--- config.mk ---
export PLATFORM = sky130hd
export DESIGN_NAME = mem_arbiter
export DESIGN_NICKNAME = d
export VERILOG_FILES = /design/src/rtl/mem_arbiter_pkg.sv /design/src/rtl/mem_arbiter_arb_rr2.sv /design/src/rtl/mem_arbiter.sv
export SDC_FILE = /design/constraint.sdc
export NUM_CORES = 1
export LEC_CHECK = 0
export BUFFER_PORTS_ARGS = -buffer_cell sky130_fd_sc_hd__buf_2
export CAP_MARGIN = 20
export CORE_AREA = 5 5 536 538
export CTS_BUF_LIST = sky130_fd_sc_hd__clkbuf_4 sky130_fd_sc_hd__clkbuf_8
export CTS_CLUSTER_SIZE = 20
export DETAILED_ROUTE_END_ITERATION = 6
export DIE_AREA = 0 0 541 543
export PLACE_DENSITY = 0.33
export SLEW_MARGIN = 20
export SYNTH_ARGS = -nofsm -noshare
export SYNTH_HDL_FRONTEND = slang
export SYNTH_SLANG_ARGS = --single-unit
--- constraint.sdc ---
create_clock -name CLK -period 4.09 [get_ports CLK]
set_input_delay 0 -clock CLK [delete_from_list [all_inputs] [get_ports CLK]]
set_output_delay 0 -clock CLK [all_outputs]
set_load 0.02 [all_outputs]
--- src/rtl/mem_arbiter_pkg.sv ---
// Shared types and constants for the cache-to-RAM line arbiter.
// Holds the default widths, the line-offset width used to align RAM addresses,
// and the state, grant and operation encodings.
package mem_arbiter_pkg;

  localparam int unsigned ADDR_WIDTH = 32;
  localparam int unsigned LINE_WIDTH = 256;
  // A 256-bit line spans 32 bytes, so the low 5 address bits select a byte within it.
  localparam int unsigned LINE_OFF_W = 5;

  typedef enum logic [1:0] {
    ST_IDLE   = 2'd0,
    ST_ACCESS = 2'd1,
    ST_RESP   = 2'd2
  } arb_state_t;

  typedef enum logic {
    GNT_ICACHE = 1'b0,
    GNT_DCACHE = 1'b1
  } grant_t;

  typedef enum logic {
    OP_READ  = 1'b0,
    OP_WRITE = 1'b1
  } line_op_t;

endpackage

--- src/rtl/mem_arbiter_arb_rr2.sv ---
// Two-way round-robin pick (combinational).
// Ports:
//   req0, req1 : pending requests (req0 is the icache side, GNT_ICACHE)
//   last       : requester granted most recently
//   valid_c    : at least one request is pending
//   pick1_c    : grant goes to req1 (otherwise to req0 when valid_c)
module mem_arbiter_arb_rr2
  import mem_arbiter_pkg::*;
(
  input  logic   req0,
  input  logic   req1,
  input  grant_t last,
  output logic   valid_c,
  output logic   pick1_c
);

  assign valid_c = req0 | req1;

  // req1 wins when it is alone, or on a conflict when req0 was served last.
  assign pick1_c = req1 & (~req0 | (last == GNT_ICACHE));

endmodule

--- src/rtl/mem_arbiter.sv ---
// Shares the single RAM line port between the instruction and data caches.
// One requester is granted at a time; the RAM command is held for MEM_LATENCY
// cycles, read data is captured on the last of those cycles, and the granted
// port receives a one-cycle done pulse in the following cycle.
// Ports:
//   CLK, RST                        : clock, asynchronous active-low reset
//   i_read_op, i_addr               : icache line read request
//   i_rdata, i_done                 : icache returned line and completion pulse
//   d_read_op, d_write_op, d_addr,
//   d_wdata                         : dcache line request (read+write counts as write)
//   d_rdata, d_done                 : dcache returned line and completion pulse
//   ram_read_op, ram_write_op,
//   ram_addr, ram_data_o            : RAM command, line-aligned address, write data
//   ram_data_i                      : RAM read data
module mem_arbiter
  import mem_arbiter_pkg::*;
#(
  parameter int unsigned ADDR_W      = ADDR_WIDTH,
  parameter int unsigned LINE_W      = LINE_WIDTH,
  parameter int unsigned MEM_LATENCY = 4
) (
  input  logic              CLK,
  input  logic              RST,
  input  logic              i_read_op,
  input  logic [ADDR_W-1:0] i_addr,
  output logic [LINE_W-1:0] i_rdata,
  output logic              i_done,
  input  logic              d_read_op,
  input  logic              d_write_op,
  input  logic [ADDR_W-1:0] d_addr,
  input  logic [LINE_W-1:0] d_wdata,
  output logic [LINE_W-1:0] d_rdata,
  output logic              d_done,
  output logic              ram_read_op,
  output logic              ram_write_op,
  output logic [ADDR_W-1:0] ram_addr,
  output logic [LINE_W-1:0] ram_data_o,
  input  logic [LINE_W-1:0] ram_data_i
);

  localparam int unsigned       CNT_W    = $clog2(MEM_LATENCY + 1);
  localparam logic [CNT_W-1:0]  CNT_LAST = CNT_W'(MEM_LATENCY - 1);

  arb_state_t        state_q, state_nxt;
  logic [CNT_W-1:0]  cnt_q, cnt_nxt;
  grant_t            last_q, last_nxt;
  grant_t            gnt_q, gnt_nxt;
  line_op_t          op_q, op_nxt;

  logic [LINE_W-1:0] i_rdata_nxt, d_rdata_nxt, ram_data_o_nxt;
  logic [ADDR_W-1:0] ram_addr_nxt;
  logic              i_done_nxt, d_done_nxt, ram_read_op_nxt, ram_write_op_nxt;

  logic              d_req;
  logic              any_req_c, pick_d_c;

  assign d_req = d_read_op | d_write_op;

  mem_arbiter_arb_rr2 u_arb (
    .req0    (i_read_op),
    .req1    (d_req),
    .last    (last_q),
    .valid_c (any_req_c),
    .pick1_c (pick_d_c)
  );

  // Next-state and next-output logic.
  always_comb begin
    state_nxt        = state_q;
    cnt_nxt          = cnt_q;
    last_nxt         = last_q;
    gnt_nxt          = gnt_q;
    op_nxt           = op_q;
    ram_addr_nxt     = ram_addr;
    ram_data_o_nxt   = ram_data_o;
    i_rdata_nxt      = i_rdata;
    d_rdata_nxt      = d_rdata;
    ram_read_op_nxt  = 1'b0;
    ram_write_op_nxt = 1'b0;
    i_done_nxt       = 1'b0;
    d_done_nxt       = 1'b0;

    unique case (state_q)
      ST_IDLE: begin
        if (any_req_c) begin
          state_nxt = ST_ACCESS;
          cnt_nxt   = '0;
          gnt_nxt   = pick_d_c ? GNT_DCACHE : GNT_ICACHE;
          last_nxt  = gnt_nxt;
          // An illegal read+write from the dcache is served as a write.
          op_nxt    = (pick_d_c && d_write_op) ? OP_WRITE : OP_READ;
          ram_addr_nxt                   = pick_d_c ? d_addr : i_addr;
          ram_addr_nxt[LINE_OFF_W-1:0]   = '0;
          ram_data_o_nxt   = pick_d_c ? d_wdata : '0;
          ram_read_op_nxt  = (op_nxt == OP_READ);
          ram_write_op_nxt = (op_nxt == OP_WRITE);
        end
      end

      ST_ACCESS: begin
        if (cnt_q == CNT_LAST) begin
          // Last command cycle: the RAM data is valid now.
          state_nxt = ST_RESP;
          if (op_q == OP_READ) begin
            if (gnt_q == GNT_DCACHE) d_rdata_nxt = ram_data_i;
            else                     i_rdata_nxt = ram_data_i;
          end
          i_done_nxt = (gnt_q == GNT_ICACHE);
          d_done_nxt = (gnt_q == GNT_DCACHE);
        end else begin
          cnt_nxt          = cnt_q + CNT_W'(1);
          ram_read_op_nxt  = (op_q == OP_READ);
          ram_write_op_nxt = (op_q == OP_WRITE);
        end
      end

      ST_RESP: begin
        state_nxt = ST_IDLE;
      end

      default: begin
        state_nxt = ST_IDLE;
      end
    endcase
  end

  // State and output registers.
  always_ff @(posedge CLK or negedge RST) begin
    if (!RST) begin
      state_q      <= ST_IDLE;
      cnt_q        <= '0;
      last_q       <= GNT_ICACHE;
      gnt_q        <= GNT_ICACHE;
      op_q         <= OP_READ;
      ram_addr     <= '0;
      ram_data_o   <= '0;
      i_rdata      <= '0;
      d_rdata      <= '0;
      ram_read_op  <= 1'b0;
      ram_write_op <= 1'b0;
      i_done       <= 1'b0;
      d_done       <= 1'b0;
    end else begin
      state_q      <= state_nxt;
      cnt_q        <= cnt_nxt;
      last_q       <= last_nxt;
      gnt_q        <= gnt_nxt;
      op_q         <= op_nxt;
      ram_addr     <= ram_addr_nxt;
      ram_data_o   <= ram_data_o_nxt;
      i_rdata      <= i_rdata_nxt;
      d_rdata      <= d_rdata_nxt;
      ram_read_op  <= ram_read_op_nxt;
      ram_write_op <= ram_write_op_nxt;
      i_done       <= i_done_nxt;
      d_done       <= d_done_nxt;
    end
  end

endmodule

Word level (Yosys, flattened, before mapping)
Index checks and enable logic that the tools add are counted.
Widths: inputs -> output; s select.
Storage, ports and cells
  word-level logic and storage cells: 54
  output and inout bits: 804
  register bits: 806
Operators by class
  equal/unequal tests: 5
  mux-type cells: 20
  bitwise gates (word level): 8
  reduce and logical (&&, ||, !) cells: 8
  add/subtract/negate cells: 1
Operators by type and width (count)
  $mux 256: 1
  $mux 32: 1
  $mux 1: 10
  $reduce_and 4->1: 2
  $mux 3: 2
  $ne 2x2->1 const B: 3
  $pmux 3 s2: 1
  $mux 2: 2
  $not 1->1: 4
  $pmux 1 s2: 2
  $pmux 2 s2: 1
  $reduce_and 2->1: 2
  $add 3x1->3 const B: 1
  $eq 3x2->1 const B: 1
  $or 1x1->1: 3
  $reduce_and 3->1: 1
  $eq 2x1->1 const B: 1
  $logic_not 2->1: 1
  $reduce_bool 2->1: 1
  $and 1x1->1: 1
  $logic_and 1x1->1: 1

Longest topological paths before layout
Gate-level depths: netlist of the first run.
  word-level depth: 8
  mapped depth: 8

By module
Synthesis of the first run repeated with hierarchy kept, for this count alone.
Unflattened totals
  cell total of the unflattened synthesis: 2359
  area total of the unflattened synthesis: 30930.9 µm²
Modules (own cells, without submodules)
  mem_arbiter: cells an instance 2357, instances 1, area an instance 30917.2 µm², sequential area each 20169.3 µm²
  mem_arbiter_arb_rr2: cells an instance 2, instances 1, area an instance 13.8 µm², sequential area each 0.0 µm²

Least setup slack after synthesis of the first run
OpenSTA, ideal clock, no wires.
  kind: reg-to-reg
  start: register cnt_q[0]
  end: register d_rdata[215]
  setup time: 125 ps
  setup slack: 2159 ps
  cell stages (with the launch flop): 9
  data arrival time: 1807 ps
  required time: 3965 ps
  clock period less this slack: 1931 ps
  path buffers: 2
  cells stage by stage: dfrtp_1 > ha_1 > ha_1 > nand3b_1 > inv_1 > nand3_1 > buf_2 > buf_2 > mux2_2
Between the ends
  word-level cells in the longest chain between the ends: 2
Ends and longest elaborated chain
  start: declaration: RTL line mem_arbiter.sv:45  | logic [CNT_W-1:0] cnt_q, cnt_nxt;
  start signal: assignment: RTL line mem_arbiter.sv:145  | cnt_q <= cnt_nxt;
  $eq 3x2->1: RTL line mem_arbiter.sv:101  | if (cnt_q == CNT_LAST) begin
  $reduce_and 4->1 (no source line)
  end signal: assignment: RTL line mem_arbiter.sv:152  | d_rdata <= d_rdata_nxt;
  end: declaration: RTL line mem_arbiter.sv:32  | output logic [LINE_W-1:0] d_rdata,
No other way between the ends.
A chain may end at the register's enable or synchronous reset.

==> results.md, run 1 <==
Global routing:
- The first-pass GRT wire length is 277.6 mm.
- The overall fraction of global-route tracks in use is 0.1382.
- The number of global-route vias before repair was 29780.
- The largest net degree at the start of global routing is 134.
- The initial antenna violation count is 127.
- The total global routing overflow is 0.

Clock network:
- The clock latency on the worst-skew pair is 0.94 ns.
- Clock tree synthesis inserted a total of 172 buffers.
- The clock tree from TritonCTS is built.
- The number of buffers on the longest clock path is 4.
- The number of sinks handled by clock tree synthesis is 806.
- The clock slew seen by the registers of the worst setup and hold paths is 0.06 ns.
- The H-tree was split into 4 levels.
- The cell sitting at the root of the clock tree is a sky130_fd_sc_hd__clkbuf_8.
- The number of gates given a new drive strength after cts is 0.
- The number of setup buffers added after CTS is 0.

Power:
- The share of total power dissipated in combinational logic is 0.456.
- For this design the total switching power over the nets is 0.01854 W.
- In this run the power density over the cells is 763.1 nW/um^2.
- Summed over all cells, the static leakage comes to 25.99 nW.
- The largest vdd supply drop is 0.4324 mV.
- The share of power burned in registers is 0.323.
- Of the total power, the clock network draws 0.222.
- The cell-internal power is 0.02434 W.
- Of the total power, the share spent switching nets is 0.4324.

Timing:
- The setup violation total in the final timing report is 0.
- In this run the tightest slew margin relative to its limit is 0.2153.
- The worst clock skew is 0.07984 ns.
- The max-slew violation count is 0.
- Setup repair after global routing left no endpoint under its margin.
- At the pin with the least slew margin, the transition time is 1.177 ns.
- The worst hold slack is around 0.086 ns.
- The portion of the clock cycle consumed by the worst path in the final layout is 0.7970.
- The final number of hold-violating endpoints is 0.
- Derived from the worst setup path, the maximum achievable clock frequency is 306.8 MHz.
- After layout, the minimum clock period comes to 3.260 ns.
- The setup TNS is 0 ns.

Worst setup path:
- The launching element type of the critical path is a register.
- The critical path goes through o2bb2ai_4, buf_4, mux2i_1, dlygate4sd3_1, o21ai_0, dlygate4sd3_1.
- On the critical path the largest part of the delay comes from buffers and inverters.
- Counting both buffers and inverters, the worst setup path holds a total of 3.
- The data arrival time of the worst path is between 4 and 5 ns.
- The cell that appears most often on the critical path is sky130_fd_sc_hd__dlygate4sd3_1.
- The critical path class is reg -> reg.
- The data required time of the worst path is 4.85 ns.
- Of all nets on the critical path, the largest fanout is 20.
- The cell at the slowest stage of the critical path is sky130_fd_sc_hd__dlygate4sd3_1.
- The worst setup path is captured at a register.
- In this design, the stage delay of the slowest critical-path cell is 0.64 ns.

Flow run:
- Max-cap violations in this run came to 0.

Logic synthesis:
- The number of different library cells in the post-synthesis netlist is 26.
- Yosys attributes the largest share of cell area to sky130_fd_sc_hd__dfrtp_1 (68%), sky130_fd_sc_hd__mux2_2 (19%), sky130_fd_sc_hd__a22o_1 (7.5%).
- The share of flip-flops with an asynchronous set or reset after synthesis is 1.000.
- The cell type with the highest aggregate area in the netlist is sky130_fd_sc_hd__dfrtp_1.
- The synthesis warning total is 0.
- In the synthesized netlist the dominant register cell turns out to be sky130_fd_sc_hd__dfrtp_1.
- The library cell with the highest instance count after synthesis is sky130_fd_sc_hd__dfrtp_1.
- The register bit count reported by yosys is 806.
- Of the post-synthesis cell area, the dominant cell type holds 0.6782.
- After technology mapping, the gate count stands at between 1500 and 2000.
- The register area share after synthesis is 0.6782.
- The commonest cells after synthesis are sky130_fd_sc_hd__dfrtp_1 (806), sky130_fd_sc_hd__mux2_2 (512), sky130_fd_sc_hd__a22o_1 (256).
- The mean area per synthesized cell is 16.35 um^2.
- Summing every instance area after synthesis gives 29740 um^2.
- In this run, synthesis inferred 0 flip-flops with an integrated enable.

Drt:
- The first detailed-routing pass took 5 iterations.
- The number of vias after detailed routing is 27800.
- The via count normalized by instance count is about 3.3.
- The post-route antenna net violation count is 0.
- The DRC violation count after routing is 0.
- The number of violations reported at the end of detailed-routing iteration 0 is 1184.
- The wire length per cell is 25.45 um.
- For this block, the routed nets add up to 211.9 mm of wire.

Floorplanning:
- The floorplan row count is about 200.
- Measured along the x axis, the die boundary spans between 500 and 600 um.
- The die covers 293800 um^2.
- The number of top-level pins is 1385.
- The initial utilization of the core area, before any placement, comes to 0.1056.
- In this run the standard cell core region covers 281600 um^2.
- The chip height is 543 um.

Worst hold path:
- In this run the worst hold path is classified as in -> reg.

Outcome:
- The run finished with clean final reports.

Layout:
- The growth of design area from synthesis to finish is 88.94%.
- Leaving out filler cells and counting taps, the final layout contains 8327.
- Of the cells placed in the final design, the portion with a size suffix greater than 1 is 0.4949.
- The net total in the final layout is 4991.

Placed design:
- The HPWL after detailed placement is roughly 170 mm.
- After detailed placement, the design holds a cell count of between 6000 and 7000.
- The port buffer count is 1369.
- The routability-driven placement congestion ratio is 0.9176.
final timing paths:
check	slack (ns)	startpoint	cells past startpoint	endpoint
max	0.83	gnt_q	6	ram_addr[23]
min	0.09	ram_data_i[226]	3	i_rdata[226]
max reg2reg	0.83	gnt_q	6	ram_addr[23]
min reg2reg	0.48	cnt_q[0]	1	cnt_q[0]
max in group asynchronous	2.85	RST	5	i_rdata[32]
min in group asynchronous	0.43	RST	4	d_rdata[116]
metal layers:
metal  routed length, um  global-route usage  up-vias
li1                    -                   -    11980
met1               85460              0.1627    13840
met2               91220              0.2126     1427
met3               27780             0.08110      447
met4                6832             0.03874      104
met5                 626                   0        -
power by group through the flow:
stage | Clock (W) | Sequential (W) | Combinational [W]
after floorplan | 0 | 0.0182 | 0.00518
after global placement | 0 | 0.0139 | 0.0186
after detailed placement | 0 | 0.0139 | 0.0186
after CTS | 0.0100 | 0.0138 | 0.0200
after global routing | 0.0103 | 0.0143 | 0.0208
final | 0.00951 | 0.0138 | 0.0195
placed cells by master, fill, tap and decap left out, drive strengths merged, types with 3 or more instances in the layout:
cell type,n
mux2i,28
clkinvlp,7
dlygate4sd3,1124
inv,8
o22ai,3
nor2,3
dfrtp,806
nand2,4
buf,1419
clkinv,26
mux2,512
o21ai,57
conb,5
clkbuf,272
a22o,256
diode,40
tightest hold or removal path, delay by kind of cell:
family,cells,cell delay [ns]
mux,1,0.16
buf+inv,2,0.79
logic make-up after synthesis:
kind of cell | Yosys count | synth area share
and+or+nand+nor | 15 | 0.002735
muxes | 540 | 0.2033
AOI/OAI and AO/OA | 319 | 0.08645
DFF | 806 | 0.6782
other | 1 | 0.0001261
buffers and inverters | 136 | 0.02840
adders and majority gates | 2 | 0.0008413
registers in the layout (all words and copies together) (netlist names), 2 cells and up:
register	flops
d_rdata	256
ram_data_o	256
cnt_q	3
state_q	2
i_rdata	256
ram_addr	27
per-stage QoR:
stage / total power [W] / setup slack (ns) / util / instance area [um^2]
global route: 0.04537 / 0.6867 / 0.1995 / 56160
global placement: 0.03245 / 1.349 / 0.1461 / 41130
finish: 0.04288 / 0.8303 / 0.1996 / 56190
floorplan: 0.02342 / 2.159 / - / 29760
CTS: 0.04386 / 0.8380 / 0.1992 / 56090
detailed placement: 0.03255 / 1.325 / 0.1461 / 41130
area by class of cell:
type | instances | area, um^2
antenna | 40 | 100.1
fill | 30950 | 225400
sequential | 806 | 20170
multi-input combinational | 881 | 8795
clock buffer | 272 | 3381
clock inverter | 38 | 305.3
tap | 3743 | 4683
timing repair buffer | 2543 | 18750
inverter | 4 | 15.01
repair_timing:
item,CTS,global route
endpoints found under the hold margin,1599,0
hold buffers,1125,0
setup endpoints to repair,0,0
No activity file was read; power rests on OpenSTA's default activity.
==> inputs of run 2 (changes only) <==
--- a/config.mk
+++ b/config.mk
@@ -5,14 +5,15 @@
 export SDC_FILE = /design/constraint.sdc
 export NUM_CORES = 1
 export LEC_CHECK = 0
+export ABC_AREA = 1
 export BUFFER_PORTS_ARGS = -buffer_cell sky130_fd_sc_hd__buf_2
 export CAP_MARGIN = 20
-export CORE_AREA = 5 5 536 538
+export CORE_AREA = 5 5 535 537
 export CTS_BUF_LIST = sky130_fd_sc_hd__clkbuf_4 sky130_fd_sc_hd__clkbuf_8
 export CTS_CLUSTER_SIZE = 20
 export DETAILED_ROUTE_END_ITERATION = 6
-export DIE_AREA = 0 0 541 543
-export PLACE_DENSITY = 0.33
+export DIE_AREA = 0 0 540 542
+export PLACE_DENSITY = 0.35
 export SLEW_MARGIN = 20
 export SYNTH_ARGS = -nofsm -noshare
 export SYNTH_HDL_FRONTEND = slang
==> constraint.sdc (replaced) <==
create_clock -name CLK -period 2.8 [get_ports CLK]
set_input_delay 0 -clock CLK [delete_from_list [all_inputs] [get_ports CLK]]
set_output_delay 0 -clock CLK [all_outputs]
set_load 0.02 [all_outputs]
==> run 2 against run 1 <==
  * Synthesized cell count increased by 82%
  * Combinational power grew 49%
  * Final cell count grew 21%
  * Via count increased by 23%
  * Largest power group unchanged
==> results.md, run 2 <==
Logic synthesis:
- The area of the mapped netlist is 31500 um^2.
- The combinational family with the most area after synthesis is simple AND/OR/NAND/NOR gates.
- The multiplexer fraction of the synthesized cell area is 0.
- After synthesis the netlist holds a flip-flop and latch count of 806.
- The compound-cell area share of the yosys netlist is 0.08817.
- A synthesized cell averages about 9.5 um^2.
- The number of different library cells in the post-synthesis netlist is 23.
- The synthesis warning total is 0.
- In the post-synthesis netlist, the biggest area contributors are sky130_fd_sc_hd__dfrtp_1 (64%), sky130_fd_sc_hd__nand2_1 (13%), sky130_fd_sc_hd__o21ai_1 (6.4%).
- Of the synthesized area, sequential elements account for 0.6402.
- The share of synthesized area in the top cell type comes to 0.6402.
- The share of flip-flops with an asynchronous set or reset after synthesis is 1.000.
- Counting instances in the post-synthesis netlist gives the leading cell types as sky130_fd_sc_hd__nand2_1 (1122), sky130_fd_sc_hd__dfrtp_1 (806), sky130_fd_sc_hd__o21ai_1 (404).
- In the synthesized netlist the dominant register cell turns out to be sky130_fd_sc_hd__dfrtp_1.
- The library cell with the highest instance count after synthesis is sky130_fd_sc_hd__nand2_1.
- The cell type with the highest aggregate area in the netlist is sky130_fd_sc_hd__dfrtp_1.
- Synthesis produced a netlist whose cell count is 3310.
- The synthesized design contains 0 enable-type register cells.
- The post-synthesis share of cell area spent on full adders, half adders and majority gates is 0.0007943.
- The xor/xnor share of the synthesized area is 0.
- Of the total synthesized cell area, the portion taken by AND, OR, NAND and NOR gates is 0.1859.

Clock network:
- After clock tree synthesis, the clock-pin slew on the worst setup and hold paths is 0.06 ns.
- The number of sinks handled by clock tree synthesis is 806.
- The number of buffers on the longest clock path is 4.
- The H-tree generated during clock tree synthesis spans 4 levels.
- The clock reaches the later pin of the worst-skew pair after roughly 0.90 ns.
- The clock tree from TritonCTS is built.
- The buffer cell driving the clock tree root is sky130_fd_sc_hd__clkbuf_8.
- In this run the post-CTS setup repair buffer count came out at 0.
- Buffers inserted during clock tree synthesis total 168.

Worst setup path:
- Data on the critical path is required at its endpoint by 3.58 ns.
- In this run the worst path has a maximum fanout of 28.
- The cell at the slowest stage of the critical path is sky130_fd_sc_hd__dlygate4sd3_1.
- By instance count, the cell type seen most on the critical path is sky130_fd_sc_hd__nand2_1.
- The worst register-to-register path has a setup slack of 0.09 ns.
- The signal on the critical path passes through nand2_1, o21ai_4, buf_4, nand2_1, dlygate4sd3_1, nand3_1, dlygate4sd3_1, nand2_1.
- The critical path contains buffers and inverters numbering 3 combined.
- At the worst endpoint, the arrival time is ~3.5 ns.
- The critical path class is reg -> reg.
- STA classifies the critical path endpoint as a register.
- The cell depth of the worst flop-to-flop path is 8.
- The delay of the slowest critical-path stage is 0.59 ns.
- The cell family with the largest share of critical-path delay is buffers and inverters.
- The critical register-to-register path endpoint is ram_addr[29].
- The startpoint of the worst-slack reg-to-reg timing path is gnt_q.
- The launching element type of the critical path is a register.

Drt:
- The post-route antenna net violation count is 0.
- In the final routed layout, each cell accounts on average for 18.77 um.
- Detailed routing inserted a total of 34290 vias.
- For this block, the initial DRC count from the detailed router was ~1700.
- In the routed design, unresolved DRC markers number 0.
- The via count normalized by instance count is 3.411.
- The total wire length is 188.6 mm.
- The number of detailed-routing iterations run before antenna repair is 5.

Timing:
- The max-slew violation count is 0.
- The worst path meets setup with 0.09045 ns of slack.
- In the finished design, the share of the clock period the worst path needs comes to 0.9677.
- The relative slew slack is 0.4514.
- The maximum clock frequency is 369.1 MHz.
- The worst path needs 2.710 ns of the cycle, external delays included.
- The setup violation total in the final timing report is 0.
- The final number of hold-violating endpoints is 0.
- Setup repair after global routing could not meet its margin everywhere.
- The worst clock skew is 0.05245 ns.
- At the pin with the least slew margin, the transition time is 0.8209 ns.

Global routing:
- Entering global routing, the biggest net connects 81 pins.
- The total overflow left after global routing is 0.
- The first global-routing pass estimated 265.9 mm of wire.
- The number of global-route vias before repair was between 30000 and 40000.
- In the global route stage, overall resource usage came out at 0.1237.
- The initial antenna violation count is 73.

Power:
- The power density over the cells is ~1100 nW/um^2.
- The largest vdd supply drop is roughly 0.65 mV.
- The standby leakage power is 30.14 nW.

Worst hold path:
- For hold timing, the worst endpoint is d_rdata[2].
- The worst hold path passes through 4 cells.
- The tightest min-delay check is of the in -> reg type.
- In this run the most critical hold path is launched from ram_data_i[2].

Layout:
- From synthesis to final layout, the design area changed by 92.63%.
- The top cell types in the final layout, fill and taps aside, are sky130_fd_sc_hd__dlygate4sd3_1 (1391), sky130_fd_sc_hd__buf_2 (1368), sky130_fd_sc_hd__nand2_1 (1120).
- Measured on the finished design, the core utilization comes to 0.2159.
- The most common cell after layout, fill and taps aside is sky130_fd_sc_hd__dlygate4sd3_1.
- The share of post-route cells with drive strength above 1 is 0.2919.
- The net total in the final layout is 6720.
- The largest registers in the layout are d_rdata (256), i_rdata (256), ram_data_o (256).

Floorplanning:
- The chip height is between 500 and 600 um.
- 1385 I/O pins were placed.
- The initialized floorplan defines around 200 standard-cell rows.
- The floorplan step defined a die boundary enclosing 292700 um^2.
- The area of the core is 281100 um^2.
- The initial utilization of the core area, before any placement, comes to 0.1121.
- From left edge to right edge, the die measures between 500 and 600 um.

Placed design:
- The worst slack at placement is 0.5495 ns.
- Routability-driven placement finished with a final weighted congestion of 0.8761.
- The port buffer count is 1369.
- The HPWL after detailed placement is 147.1 mm.

Outcome:
- The flow ran to the end, and the final reports show no timing, DRC or antenna violations.

Flow run:
- The tool flagged a number of max-cap violations equal to 0.
[run 2: changes by cell type in the layout (fill, tap and decap cells not counted), sizes merged, moves of 4 or more]
| cell | delta |
|---|---|
| a22o | -256 |
| buf | +58 |
| bufinv | +5 |
| clkbuf | -12 |
| clkinv | -11 |
| diode | +11 |
| dlygate4sd3 | +267 |
| inv | +314 |
| mux2 | -512 |
| mux2i | -28 |
| nand2 | +1121 |
| nand3 | +313 |
| nor2 | +4 |
| o21ai | +459 |
[run 2: worst max path at each step]
| stage | endpoint | slack [ns] | depth (start not counted) | startpoint |
|---|---|---|---|---|
| floorplan | i_rdata[0] | 1.22 | 9 | cnt_q[0] |
| detailed placement | i_rdata[85] | 0.55 | 9 | cnt_q[0] |
| global placement | i_rdata[127] | 0.56 | 9 | cnt_q[0] |
| global route | ram_data_o[57] | -0.04 | 8 | gnt_q |
| finish | ram_addr[29] | 0.09 | 8 | gnt_q |
| CTS | ram_data_o[99] | 0.06 | 8 | state_q[0] |
[run 2: timing repair]
item / in CTS / in global routing
hold buffers: 1392 / 0
setup endpoints to repair: 0 / 5
hold endpoints to repair: 1605 / 0
resized for setup: 0 / 2
[run 2: logic make-up after synthesis]
logic type               count (synthesis)
AO/OA/AOI/OAI                          518
other                                    1
buffers and inverters                  535
AND/OR/NAND/NOR                       1448
adder cells (fa/ha/maj)                  2
flip-flops                             806
[run 2: per-stage QoR]
stage / power, W / cells / instance area [um^2] / hold WS, ns / TNS, ns
2_1_floorplan: 0.03492 / 3314 / 31520 / -0.2956 / 0
3_3_place_gp: 0.04791 / 8318 / 42940 / 0.05511 / 0
3_5_place_dp: 0.04807 / 8318 / 42940 / 0.05882 / 0
4_1_cts: 0.06507 / 10000 / 60550 / 0.01908 / 0
5_1_grt: 0.06787 / 10040 / 60650 / 0.009036 / -0.04413
6_report: 0.06374 / 10050 / 60690 / 0.09979 / 0
[run 2: cell type report]
type | instances | area (um^2)
diodes | 51 | 127.6
clock buffers | 260 | 3316
clock inverters | 31 | 341.6
fillers | 31200 | 220400
inverters | 320 | 1221
multi-input cells | 1973 | 8725
flip-flops and latches | 806 | 20170
well taps | 3743 | 4683
repair buffers | 2868 | 22100
[run 2: routing by layer]
metal / global-route usage / up-vias / part of all wire
li1: - / 16240 / -
met1: 0.1329 / 16330 / 0.37
met2: 0.2266 / 1361 / 0.51
met3: 0.03654 / 332 / 0.074
met4: 0.04904 / 28 / 0.041
met5: 0 / - / 0.00090
[run 2: worst register-to-register path, stage by stage, from the launching register on]
cell and delay, ns:
sky130_fd_sc_hd__dfrtp_1 0.49, sky130_fd_sc_hd__nand2_1 0.15, sky130_fd_sc_hd__o21ai_4 0.12, sky130_fd_sc_hd__buf_4 0.42, sky130_fd_sc_hd__nand2_1 0.14, sky130_fd_sc_hd__dlygate4sd3_1 0.59
sky130_fd_sc_hd__nand3_1 0.08, sky130_fd_sc_hd__dlygate4sd3_1 0.54, sky130_fd_sc_hd__nand2_1 0.06
[run 2: report_power, final]
group	leakage, nW	switching, W	internal [W]	total, W
Sequential	9.75	0.00345	0.0173	0.0208
Clock	1.92	0.00578	0.00806	0.0138
Combinational	18.5	0.0192	0.00993	0.0291
Total	30.1	0.0284	0.0353	0.0637
==> inputs of run 3 (changes only) <==
--- a/config.mk
+++ b/config.mk
@@ -8,13 +8,14 @@
 export ABC_AREA = 1
 export BUFFER_PORTS_ARGS = -buffer_cell sky130_fd_sc_hd__buf_2
 export CAP_MARGIN = 20
-export CORE_AREA = 5 5 535 537
+export CORE_AREA = 5 5 536 538
 export CTS_BUF_LIST = sky130_fd_sc_hd__clkbuf_4 sky130_fd_sc_hd__clkbuf_8
 export CTS_CLUSTER_SIZE = 20
 export DETAILED_ROUTE_END_ITERATION = 6
-export DIE_AREA = 0 0 540 542
-export PLACE_DENSITY = 0.35
+export DIE_AREA = 0 0 541 543
+export PLACE_DENSITY = 0.34
 export SLEW_MARGIN = 20
 export SYNTH_ARGS = -nofsm -noshare
 export SYNTH_HDL_FRONTEND = slang
+export SYNTH_HIERARCHICAL = 1
 export SYNTH_SLANG_ARGS = --single-unit
==> run 3 against run 2 <==
  * Sequential power is essentially flat
  * Clock power about the same
  * Synthesized cell count rose by 7.7%
  * Synthesized area is 0.29% higher
  * Global-route usage increased by 2.4 points
  * Worst hold slack better by 0.053 ns
  * Die area is 0.37% higher
  * Non-clock buffer count grew 14
  * Final cell count is 2.3% higher
  * Largest cell class unchanged
  * Highest routed layer unchanged
==> results.md, run 3 <==
Worst setup path:
- The cell at the slowest stage of the critical path is sky130_fd_sc_hd__dlygate4sd3_1.
- The cell type with the highest occurrence count on the critical path is sky130_fd_sc_hd__nand2_1.
- The critical path class is reg -> reg.
- The data arrival time of the worst path is 3.45 ns.
- The data required time of the worst path is roughly 3.6 ns.
- The worst register-to-register path ends at ram_addr[25].
- The depth of the critical timing path with buffers and inverters included is 9.
- The kind of cell with the highest combined delay along the critical path is buffers and inverters.
- The destination of the critical timing path is ram_addr[25].
- In this run the critical register-to-register path is launched from gnt_q.
- The slack of the worst reg-to-reg path is about 0.17 ns.
- The launching element type of the critical path is a register.
- Counting cells, the worst reg-to-reg path comes to 9.
- The signal on the critical path passes through a21oi_4, buf_4, clkbuf_16, nand2_1, o21ai_0, dlygate4sd3_1, nand2_1, dlygate4sd3_1, nand2_1.
- Along the worst path, the maximum fanout reaches 58.
- The number of buffers and inverters on the critical path is 4.
- The delay of the slowest critical-path stage is 0.57 ns.
- STA classifies the critical path endpoint as a register.
- The startpoint of the most critical setup path is gnt_q.

Layout:
- In the layout the commonest cells are sky130_fd_sc_hd__nand2_1 (1913), sky130_fd_sc_hd__dlygate4sd3_1 (1419), sky130_fd_sc_hd__buf_2 (1368).
- The share of post-route cells with drive strength above 1 is 0.2713.
- In the final layout, the registers with the most flip-flops are d_rdata (256), i_rdata (256), ram_data_o (256).
- The finished layout holds 10290 standard cells, fillers aside.
- Relative to the synthesized area, the layout overhead comes to 93.39%.
- Counting the fill cells in the layout gives 31380.
- The most common cell after layout, fill and taps aside is sky130_fd_sc_hd__nand2_1.
- The net count of the finished layout is 6962.

Clock network:
- The clock latency on the worst-skew pair is 0.93 ns.
- The buffer cell driving the clock tree root is sky130_fd_sc_hd__clkbuf_8.
- The clock tree synthesis step divided the H-tree into 4 levels.
- The number of buffers added by the clock tree synthesis step is 169.
- After clock tree synthesis, the clock-pin slew on the worst setup and hold paths is roughly 0.060 ns.
- The number of sinks handled by clock tree synthesis is 806.
- TritonCTS built the clock tree.
- The longest clock path from root to sink contains 4 buffers.

Floorplanning:
- In this run the horizontal extent of the chip is between 500 and 600 um.
- The floorplan row count is 195.
- The die covers 293800 um^2.
- The chip height is 543 um.
- Pin placement for this block handled ~1400 I/O pins.
- For this configuration, the core starts out at a cell density of 0.1122.
- After floorplanning, the core was sized to cover around 280000 um^2.

Logic synthesis:
- The share of flip-flops with an asynchronous set or reset after synthesis is 1.000.
- The library cell with the highest instance count after synthesis is sky130_fd_sc_hd__nand2_1.
- In the synthesized netlist, the cells that appear most often are sky130_fd_sc_hd__nand2_1 (1914), sky130_fd_sc_hd__dfrtp_1 (806), sky130_fd_sc_hd__nand3_1 (262).
- The number of different library cells in the post-synthesis netlist is 21.
- The synthesized design contains 0 enable-type register cells.
- Sorting the synthesized cells by area gives the leading types as sky130_fd_sc_hd__dfrtp_1 (64%), sky130_fd_sc_hd__nand2_1 (23%), sky130_fd_sc_hd__nand3_1 (4.2%).
- In the synthesized netlist the dominant register cell turns out to be sky130_fd_sc_hd__dfrtp_1.
- The register area share after synthesis is 0.6384.
- Of the post-synthesis cell area, the dominant cell type holds 0.6384.
- The synthesized netlist occupies a cell area of between 30000 and 40000 um^2.
- The number of cells produced by synthesis is 3565.
- The mean area per synthesized cell is 8.863 um^2.
- The cell type with the highest aggregate area in the netlist is sky130_fd_sc_hd__dfrtp_1.
- The register bit count reported by yosys is 806.
- The synthesis warning total is 6.

Global routing:
- In the global route stage, overall resource usage came out at 0.1478.
- Entering global routing, the biggest net connects between 150 and 200 pins.
- The number of global-route vias before repair is between 30000 and 40000.
- Summed over all layers, the global routing overflow is 0.
- The first global-routing pass estimated 307.5 mm of wire.
- The initial antenna violation count is 140.

Placed design:
- The HPWL after detailed placement is 177.3 mm.
- The number of placed cells counting well taps is 8527.
- The congestion estimate from routability-driven global placement came to slightly above 0.9.
- The port buffer count is roughly 1400.

Timing:
- The final number of hold-violating endpoints came to 0.
- The clock period minus worst slack is 2.628 ns.
- The relative slew slack is 0.4959.
- The setup TNS is 0 ns.
- At the pin with the least slew margin, the transition time is approximately 0.76 ns.
- Derived from the worst setup path, the maximum achievable clock frequency is 380.5 MHz.
- The portion of the clock cycle consumed by the worst path in the final layout is 0.9386.
- The max-slew violation count is 0.
- The worst clock skew is 0.09763 ns.
- Setup repair after global routing left no endpoint under its margin.
- The setup violation total in the final timing report is 0.

Drt:
- Dividing the detail-routed via count by the number of cells gives 3.555.
- The first detailed-routing pass ran for 5 iterations.
- After detailed routing, the number of remaining DRC violations is 0.
- For this block, the via count after detailed routing is between 30000 and 40000.
- The post-route antenna net violation count is 0.
- In this run, the number of DRC markers left after iteration 0 of detailed routing was 2158.
- The total wire length is 226.7 mm.
- The wire length per cell is 22.03 um.

Flow run:
- The max-capacitance violation count is 0.

Power:
- The standby leakage power is about 30 nW.
- The largest vdd supply drop is 0.6145 mV.
- For this design the ratio of total power to cell area is 1106 nW/um^2.

Outcome:
- The run finished with clean final reports.

Worst hold path:
- The tightest min-delay check is of the in -> reg type.
==> run 3: stage by stage <==
stage                 util  hold WS, ns  cell area [um^2]  worst slack, ns  total power [W]
global route        0.2168       0.1004             61050          0.02630          0.07227
floorplan                -      -0.2956             31610            1.198          0.03607
finish              0.2170       0.1532             61100           0.1719          0.06756
CTS                 0.2163      0.04783             60910          0.02318          0.06895
detailed placement  0.1533      0.06483             43160           0.5303          0.05213
global placement    0.1532      0.06701             43140           0.5759          0.05198
==> run 3: repair_timing <==
action                                 in CTS  in global routing
setup endpoints to repair                   0                 18
buffers inserted                            0                  2
endpoints found under the hold margin    1609                  0
hold buffers                             1420                  0
resized for setup                           0                  3
==> run 3: worst min path at each step <==
| stage | from | end | slack, ns | cells past startpoint |
|---|---|---|---|---|
| floorplan | RST | cnt_q[0] | -0.30 | 0 |
| global placement | RST | i_rdata[20] | 0.07 | 1 |
| detailed placement | RST | i_rdata[20] | 0.06 | 1 |
| CTS | d_wdata[114] | ram_data_o[114] | 0.05 | 4 |
| global route | d_wdata[114] | ram_data_o[114] | 0.10 | 4 |
| finish | d_wdata[114] | ram_data_o[114] | 0.15 | 4 |
==> run 3: cells by family after synthesis <==
kind of cell / Yosys count / share of synthesized area
AOI/OAI and AO/OA: 287 / 0.04546
adders and majority gates: 2 / 0.0007919
buffers and inverters: 280 / 0.04408
DFF: 806 / 0.6384
other: 1 / 0.0001187
and+or+nand+nor: 2189 / 0.2712
==> run 3: final cells by class <==
cell class | instances | area [um^2] | area share
inverter | 37 | 146.4 | 0.002396
multi-input combinational | 2483 | 10110 | 0.1655
tap | 3743 | 4683 | 0.07664
timing repair buffer | 2882 | 22350 | 0.3658
sequential | 806 | 20170 | 0.3301
antenna | 50 | 125.1 | 0.002048
clock inverter | 36 | 396.6 | 0.006491
clock buffer | 251 | 3123 | 0.05111
==> run 3: worst register-to-register path, delay by kind of cell, from the launching register on <==
family                 cells  cell delay (ns)
buffers and inverters      4             1.51
DFF                        1             0.49
AOI/OAI and AO/OA          2             0.29
and+or+nand+nor            3             0.28
==> run 3: report_power, final <==
| group | leakage, nW | switching [W] | internal [W] |
|---|---|---|---|
| Combinational | 18.3 | 0.0230 | 0.00991 |
| Clock | 1.87 | 0.00603 | 0.00762 |
| Sequential | 9.84 | 0.00342 | 0.0176 |
| Total | 30.0 | 0.0324 | 0.0352 |
==> run 3: per-layer routing <==
| layer | wire [um] | part of all wire | global-route usage | up-vias |
|---|---|---|---|---|
| li1 | - | - | - | 16930 |
| met1 | 93020 | 0.41 | 0.1775 | 17510 |
| met2 | 95140 | 0.42 | 0.2219 | 1568 |
| met3 | 29990 | 0.13 | 0.08461 | 457 |
| met4 | 7785 | 0.034 | 0.04673 | 112 |
| met5 | 718 | 0.0032 | 0 | - |
